[src/rtl/current_adc_reader.sv]
// Pmod AD1 (AD7476) current-sense reader: timed SPI conversions,
// 2^AVG_LOG2-sample averaging, mA scaling with saturation.
module current_adc_reader #(
  parameter int CLK_DIV_HALF  = 4,
  parameter int SAMPLE_PERIOD = 100000,
  parameter int AVG_LOG2      = 3,
  parameter int SCALE_NUM     = 825,
  parameter int SCALE_SHIFT   = 10,
  parameter int MAX_MA        = 999
) (
  input  logic        clk,
  input  logic        rst_n,
  input  logic        enable,
  input  logic        sdata,
  output logic        adc_cs_n,
  output logic        adc_sclk,
  output logic [11:0] adc_raw,
  output logic [15:0] current_num,
  output logic        current_valid,
  output logic        overrun
);

  localparam int TW   = $clog2(SAMPLE_PERIOD);
  localparam int DW   = $clog2(2 * CLK_DIV_HALF);
  localparam int ACCW = 12 + AVG_LOG2;
  localparam int CW   = AVG_LOG2 + 1;
  localparam int PW   = 12 + $clog2(SCALE_NUM + 1);

  localparam logic [TW-1:0] TICK_LAST = TW'(SAMPLE_PERIOD - 1);
  localparam logic [DW-1:0] DIV_TC    = DW'(CLK_DIV_HALF - 1);
  localparam logic [DW-1:0] QUIET_TC  = DW'(2 * CLK_DIV_HALF - 1);
  localparam logic [CW-1:0] CNT_LAST  = CW'((1 << AVG_LOG2) - 1);

  typedef enum logic [2:0] {
    S_IDLE,
    S_SETUP,
    S_SHIFT,
    S_QUIET,
    S_ACCUM,
    S_SCALE
  } state_t;

  state_t          r_state;
  state_t          w_next;
  logic [TW-1:0]   r_tick_cnt;
  logic [DW-1:0]   r_div;
  logic [4:0]      r_bits;
  logic [11:0]     r_shift;
  logic [1:0]      r_sync;
  logic [ACCW-1:0] r_acc;
  logic [CW-1:0]   r_cnt;
  logic            r_cs_n;
  logic            r_sclk;
  logic [11:0]     r_raw;
  logic [15:0]     r_num;
  logic            r_valid;
  logic            r_ovr;

  logic            w_tick;
  logic            w_div_tc;
  logic            w_quiet_done;
  logic            w_rise;
  logic            w_last_bit;
  logic            w_cs_n_nxt;
  logic            w_sclk_nxt;
  logic            w_valid_nxt;
  logic [11:0]     w_avg;
  logic [PW-1:0]   w_prod;
  logic [PW-1:0]   w_ma;
  logic [15:0]     w_num_sat;

  assign w_tick       = (r_tick_cnt == TICK_LAST);
  assign w_div_tc     = (r_div == DIV_TC);
  assign w_quiet_done = (r_div == QUIET_TC);
  assign w_rise       = (r_state == S_SHIFT) && w_div_tc && !r_sclk;
  assign w_last_bit   = (r_bits == 5'd15);

  assign w_avg     = r_acc[ACCW-1:AVG_LOG2];
  assign w_prod    = PW'(w_avg) * PW'(SCALE_NUM);
  assign w_ma      = w_prod >> SCALE_SHIFT;
  assign w_num_sat = (w_ma > PW'(MAX_MA)) ? 16'(MAX_MA)
                                          : 16'(w_ma);

  always_ff @(posedge clk or negedge rst_n) begin
    if (!rst_n) r_state <= S_IDLE;
    else        r_state <= w_next;
  end

  always_comb begin
    w_next = r_state;
    unique case (r_state)
      S_IDLE:  if (w_tick && enable) w_next = S_SETUP;
      S_SETUP: if (w_div_tc) w_next = S_SHIFT;
      S_SHIFT: if (w_rise && w_last_bit) w_next = S_QUIET;
      S_QUIET: if (w_quiet_done) w_next = S_ACCUM;
      S_ACCUM: w_next = (r_cnt == CNT_LAST) ? S_SCALE : S_IDLE;
      S_SCALE: w_next = S_IDLE;
      default: w_next = S_IDLE;
    endcase
  end

  // Pin outputs are decoded from the next state so they leave a flop.
  always_comb begin
    w_cs_n_nxt  = 1'b1;
    w_sclk_nxt  = 1'b1;
    w_valid_nxt = 1'b0;
    if (w_next == S_SETUP || w_next == S_SHIFT)
      w_cs_n_nxt = 1'b0;
    if (r_state == S_SHIFT)
      w_sclk_nxt = w_div_tc ? ~r_sclk : r_sclk;
    if (r_state == S_SCALE)
      w_valid_nxt = 1'b1;
  end

  always_ff @(posedge clk or negedge rst_n) begin
    if (!rst_n) begin
      r_tick_cnt <= '0;
      r_div      <= '0;
      r_bits     <= '0;
      r_shift    <= '0;
      r_sync     <= '0;
      r_acc      <= '0;
      r_cnt      <= '0;
      r_cs_n     <= 1'b1;
      r_sclk     <= 1'b1;
      r_raw      <= '0;
      r_num      <= '0;
      r_valid    <= 1'b0;
      r_ovr      <= 1'b0;
    end else begin
      r_tick_cnt <= w_tick ? '0 : r_tick_cnt + 1'b1;
      r_sync     <= {r_sync[0], sdata};
      r_cs_n     <= w_cs_n_nxt;
      r_sclk     <= w_sclk_nxt;
      r_valid    <= w_valid_nxt;

      if (w_tick && r_state != S_IDLE)
        r_ovr <= 1'b1;

      if (r_state != w_next || (r_state == S_SHIFT && w_div_tc))
        r_div <= '0;
      else if (r_state == S_SETUP || r_state == S_SHIFT ||
               r_state == S_QUIET)
        r_div <= r_div + 1'b1;
      else
        r_div <= '0;

      if (r_state == S_IDLE)
        r_bits <= '0;
      else if (w_rise)
        r_bits <= r_bits + 1'b1;

      // Only the low 12 bits survive 16 shifts; leading bits fall off.
      if (w_rise)
        r_shift <= {r_shift[10:0], r_sync[1]};

      if (r_state == S_ACCUM) begin
        r_raw <= r_shift;
        r_acc <= r_acc + ACCW'(r_shift);
        r_cnt <= r_cnt + 1'b1;
      end

      if (r_state == S_SCALE) begin
        r_num <= w_num_sat;
        r_acc <= '0;
        r_cnt <= '0;
      end
    end
  end

  assign adc_cs_n      = r_cs_n;
  assign adc_sclk      = r_sclk;
  assign adc_raw       = r_raw;
  assign current_num   = r_num;
  assign current_valid = r_valid;
  assign overrun       = r_ovr;

endmodule

[config.mk]
export PLATFORM = sky130hd
export DESIGN_NAME = current_adc_reader
export DESIGN_NICKNAME = d
export VERILOG_FILES = /design/src/rtl/current_adc_reader.sv
export SDC_FILE = /design/constraint.sdc
export NUM_CORES = 1
export LEC_CHECK = 0
export ABC_AREA = 1
export BUFFER_PORTS_ARGS = -buffer_cell sky130_fd_sc_hd__clkbuf_2
export CORE_MARGIN = 2
export CORE_UTILIZATION = 30
export CTS_BUF_LIST = sky130_fd_sc_hd__clkbuf_2 sky130_fd_sc_hd__clkbuf_4 sky130_fd_sc_hd__clkbuf_8
export CTS_CLUSTER_SIZE = 10
export DETAILED_ROUTE_END_ITERATION = 10
export GPL_ROUTABILITY_DRIVEN = 1
export SYNTH_ARGS = -nofsm -noshare
export SYNTH_HDL_FRONTEND = slang
export SYNTH_SLANG_ARGS = --single-unit
[constraint.sdc]
create_clock -name clk -period 5.5 [get_ports clk]
set_input_delay 0.275 -clock clk [delete_from_list [all_inputs] [get_ports clk]]
set_output_delay 0.275 -clock clk [all_outputs]
set_load 0.05 [all_outputs]
==> results.txt <==
----------------------------------------------------
[Yosys]
  Top_reg_cell synth ... sky130_fd_sc_hd__dfrtp_1
  Post-synth EDFFs ... 0
  Post-synth ARST share ... 100%
  Mean instance size in the synthesized netlist ... about 8 sq um
  Flop and latch count out of synthesis ... between 80 and 90
  Portion of the post-synthesis area used by sequential elements ... 32.5%
  Number of standard cells after synthesis ... between 800 and 900
  Warnings, synthesis ... 0
  Synthesized area ... about 7000 sq um
  Count of distinct cell types in the synthesized netlist ... 41

[Route]
  DR DRC count ... 0
  Wirelength, routed ... about 14 mm
  Post-detailed-route wirelength per cell ... 12.1 um
  Vias per inst ... 4.51
  DRC violation total after the first TritonRoute iteration ... 321
  Remaining antenna violation count ... 0
  Detailed Routing Iterations Pass 1 ... 5
  Vias ... 5342

[Power and ir drop]
  Part of the total power dissipated in combinational logic ... around 2.3%
  Pleak ... 4.49 nW
  Switching power of the nets ... 0.000272 W
  Power density over the cells ... approximately 160 nW/um^2
  Internal power ... 0.000945 W
  Switching part of the total ... 22.3%
  Power share of the sequential group ... a little over half
  Maximum vdd drop ... 0.131 mV
  Power share of the clock group ... 43.6%

[Worst hold path]
  Worst hold-check path type ... in -> reg

[Layout]
  Number of fillers in the final layout ... 2390
  Leading cell types in the layout, fill and taps excluded ... sky130_fd_sc_hd__nand2_1 (208), sky130_fd_sc_hd__inv_1 (159), sky130_fd_sc_hd__ha_1 (91)
  Synth-to-Final Area Change ... 10.6%
  # nets final ... 1019
  Antenna diode instance count ... 0
  Number of standard cells in the layout, taps in and fillers out ... 1185
  Share of post-route cells with drive strength above 1 ... around 8.7%
  Leading cell type in the layout, fill and taps excluded ... sky130_fd_sc_hd__nand2_1

[STA]
  Final min period ... 4730 ps
  Relative slew slack ... between 30% and 40%
  Fmax ... 211 MHz
  Final-report hold violation count ... 0
  Final setup violation count ... 0
  Worst-case clock skew ... about 8.1 ps
  TNS Setup ... 0 ps
  Least-Margin Pin Slew ... 920 ps
  Max Slew Vio Count ... 0
  Fin Hold WS ... 192 ps
  Post-route clock period utilization ... a little under nine tenths
  RSZ-0062 raised after global routing ... false

[Critical path]
  Bufs and invs on worst path ... 3
  Data arrival time of the critical path ... approximately 5000 ps
  Cell type group with the largest total delay on the critical path ... adder cells
  Element type at the critical path start ... flop
  Critical path's most frequent cell ... sky130_fd_sc_hd__nand2_1
  Crit path capture type ... flop
  Largest incremental delay on the critical path ... 540 ps
  Worst path cell trace ... ha_1 > xor2_1 > ha_1 > a21o_1 > fa_1 > fa_1 > inv_1 > fa_1 > inv_1 > ha_1 > nand2_1 > nor2_1 > inv_1 > nor2_1 > nand2_1 > nand3_1 > nand2_1 > nand2_1 > nand3_1 > nor2_1 > nand2_1 > nand2_1 > o21bai_1
  CP max stage cell ... sky130_fd_sc_hd__fa_1
  Crit path max fanout ... 6
  WS Path Type ... reg -> reg
  Data required time of the worst path ... 5770 ps

[Global route]
  M3 GR Usage ... 1.53%
  Most used routing layer ... met2
  Antenna violations before repair ... 0
  Met2 routing resource usage after global routing ... between 20% and 30%
  Wire length of the first global-routing pass ... 25.6 mm
  Via count of the first global-routing pass ... 5269
  Maximum number of pins on one net before global-route repair ... between 50 and 60
  GRT overflow ... 0
  Global routing met1 resource utilization ... 17.6%
  Total global-route track usage ... a little over an eighth

[Clocking]
  Number of sinks on the clock net ... 89
  H-tree lvl count ... 3
  Number of buffers inserted to repair setup after CTS ... 0
  Worst-skew pair later-pin latency ... 370 ps
  TritonCTS clock tree ... done
  Num CTS Buffers ... 9
  CTS clk-pin slew, worst paths ... roughly 90 ps
  Maximum buffer depth of the clock tree ... 2
  Clock tree root buffer cell ... sky130_fd_sc_hd__clkbuf_8

[Run status]
  Result of the run ... finished, final reports clean

[Die]
  Boundary Pins ... 36
  Row cnt ... 55
  Starting utilization of the core area ... a little under a third
  Core region area ... about 23000 sq um
  Die W ... roughly 160 um
  Total Die Area ... 24100 sq um
  Vertical extent of the die ... around 160 um

[Flow run]
  Max-Cap Viols ... 0

[Placed design]
  Estimated wirelength of the detail-placed design ... approximately 11 mm
  # placed instances ... roughly 1200
  Buffers on Ports ... 31
  Routability congestion estimate ... 0.879

----------------------------------------------------
final timing paths:
path | startpoint | endpoint | slack (ps) | depth (start not counted)
min reg2reg | r_sync[0] | r_sync[1] | 360 | 0
max | r_acc[5] | current_num[4] | 770 | 23
max reg2reg | r_acc[5] | current_num[4] | 770 | 23
min | enable | r_state[0] | 190 | 3
max in group asynchronous | rst_n | r_acc[2] | 4020 | 3
min in group asynchronous | rst_n | current_num[4] | 380 | 2
state kept, by name, indices dropped and copies added, names as in the netlist:
signal	count
r_tick_cnt	17
r_acc	15
adc_raw	12
current_num	12
r_shift	12
r_bits	5
r_cnt	4
r_div	3
r_state	3
r_sync	2
adc_cs_n	1
adc_sclk	1
current_valid	1
overrun	1
repair_timing:
item,in CTS,in global routing
resized for setup,0,0
hold endpoints to repair,33,0
hold buffers,2,0
power by group through the flow:
| stage | combinational (W) | clock, W | sequential, W |
|---|---|---|---|
| after floorplan | 0.0000133 | 0 | 0.000671 |
| after global placement | 0.0000278 | 0 | 0.000671 |
| after detailed placement | 0.0000281 | 0 | 0.000671 |
| after CTS | 0.0000293 | 0.000555 | 0.000658 |
| after global routing | 0.0000328 | 0.000578 | 0.000659 |
| final | 0.0000278 | 0.000531 | 0.000658 |
layer usage:
metal	vias to the layer above	wire length (um)
met5	-	0
met2	58	6810
li1	2796	-
met4	0	217
met1	2474	7040
met3	14	308
synthesized netlist by cell type, types with 2 or more instances:
library cell               count  area (sq um)
sky130_fd_sc_hd__ha_1         91          1140
sky130_fd_sc_hd__a21oi_1      34           170
sky130_fd_sc_hd__fa_1         29           581
sky130_fd_sc_hd__clkbuf_1      8          30.0
sky130_fd_sc_hd__buf_4         4          30.0
sky130_fd_sc_hd__xnor2_1       4          35.0
sky130_fd_sc_hd__dfrtp_1      87          2180
sky130_fd_sc_hd__nor2_1       53           199
sky130_fd_sc_hd__nor2_2        7          43.8
sky130_fd_sc_hd__or2_2         6          37.5
sky130_fd_sc_hd__and2_1        2          12.5
sky130_fd_sc_hd__nor4_1        3          18.8
sky130_fd_sc_hd__a22o_1        2          17.5
sky130_fd_sc_hd__o21bai_1      5          37.5
sky130_fd_sc_hd__dfstp_2       2          52.6
sky130_fd_sc_hd__xor2_1        9          78.8
sky130_fd_sc_hd__nand2_1     208           781
sky130_fd_sc_hd__inv_1       159           597
sky130_fd_sc_hd__nand4_1      15          93.8
sky130_fd_sc_hd__inv_2         6          22.5
sky130_fd_sc_hd__a21o_1        4          30.0
sky130_fd_sc_hd__nor3_2        2          20.0
sky130_fd_sc_hd__nand3_1      37           185
sky130_fd_sc_hd__nor3_1        5          25.0
sky130_fd_sc_hd__o21ai_0      59           295
sky130_fd_sc_hd__o31ai_1       3          22.5
worst register-to-register path, cell delays in order, from the launching register on:
cell and delay, ps:
sky130_fd_sc_hd__dfrtp_1 470, sky130_fd_sc_hd__ha_1 360, sky130_fd_sc_hd__xor2_1 180, sky130_fd_sc_hd__ha_1 180
sky130_fd_sc_hd__a21o_1 170, sky130_fd_sc_hd__fa_1 480, sky130_fd_sc_hd__fa_1 540, sky130_fd_sc_hd__inv_1 50
sky130_fd_sc_hd__fa_1 500, sky130_fd_sc_hd__inv_1 50, sky130_fd_sc_hd__ha_1 350, sky130_fd_sc_hd__nand2_1 120
sky130_fd_sc_hd__nor2_1 160, sky130_fd_sc_hd__inv_1 80, sky130_fd_sc_hd__nor2_1 100, sky130_fd_sc_hd__nand2_1 100
sky130_fd_sc_hd__nand3_1 90, sky130_fd_sc_hd__nand2_1 50, sky130_fd_sc_hd__nand2_1 90, sky130_fd_sc_hd__nand3_1 80
sky130_fd_sc_hd__nor2_1 120, sky130_fd_sc_hd__nand2_1 150, sky130_fd_sc_hd__nand2_1 120, sky130_fd_sc_hd__o21bai_1 60
through the flow:
step	instance area (sq um)	utilization [%]	worst slack [ps]	power [W]
final	7590	33.6	769	0.00122
after global routing	7590	33.6	354	0.00127
after CTS	7590	33.6	779	0.00124
after detailed placement	7330	32.5	797	0.000699
after global placement	7330	32.5	847	0.000699
after floorplan	6870	-	1150	0.000684
area by class of cell:
class / count / area (sq um) / share of cell area (%)
multi-input cells: 594 / 3950 / 52.0
flip-flops and latches: 89 / 2230 / 29.4
inverters: 165 / 619 / 8.16
well taps: 285 / 357 / 4.70
repair buffers: 36 / 200 / 2.64
clock buffers: 11 / 151 / 1.99
clock inverters: 5 / 85.1 / 1.12
kinds of logic after synthesis:
group / Yosys count / share of synthesized area [%]
simple gates: 343 / 21.2
buf+inv: 179 / 10.1
fa+ha+maj: 120 / 25.1
compound gates: 114 / 9.41
flops: 89 / 32.5
xor+xnor: 13 / 1.66
other cells: 1 / 0.0547
No activity file was read; power rests on OpenSTA's default activity.
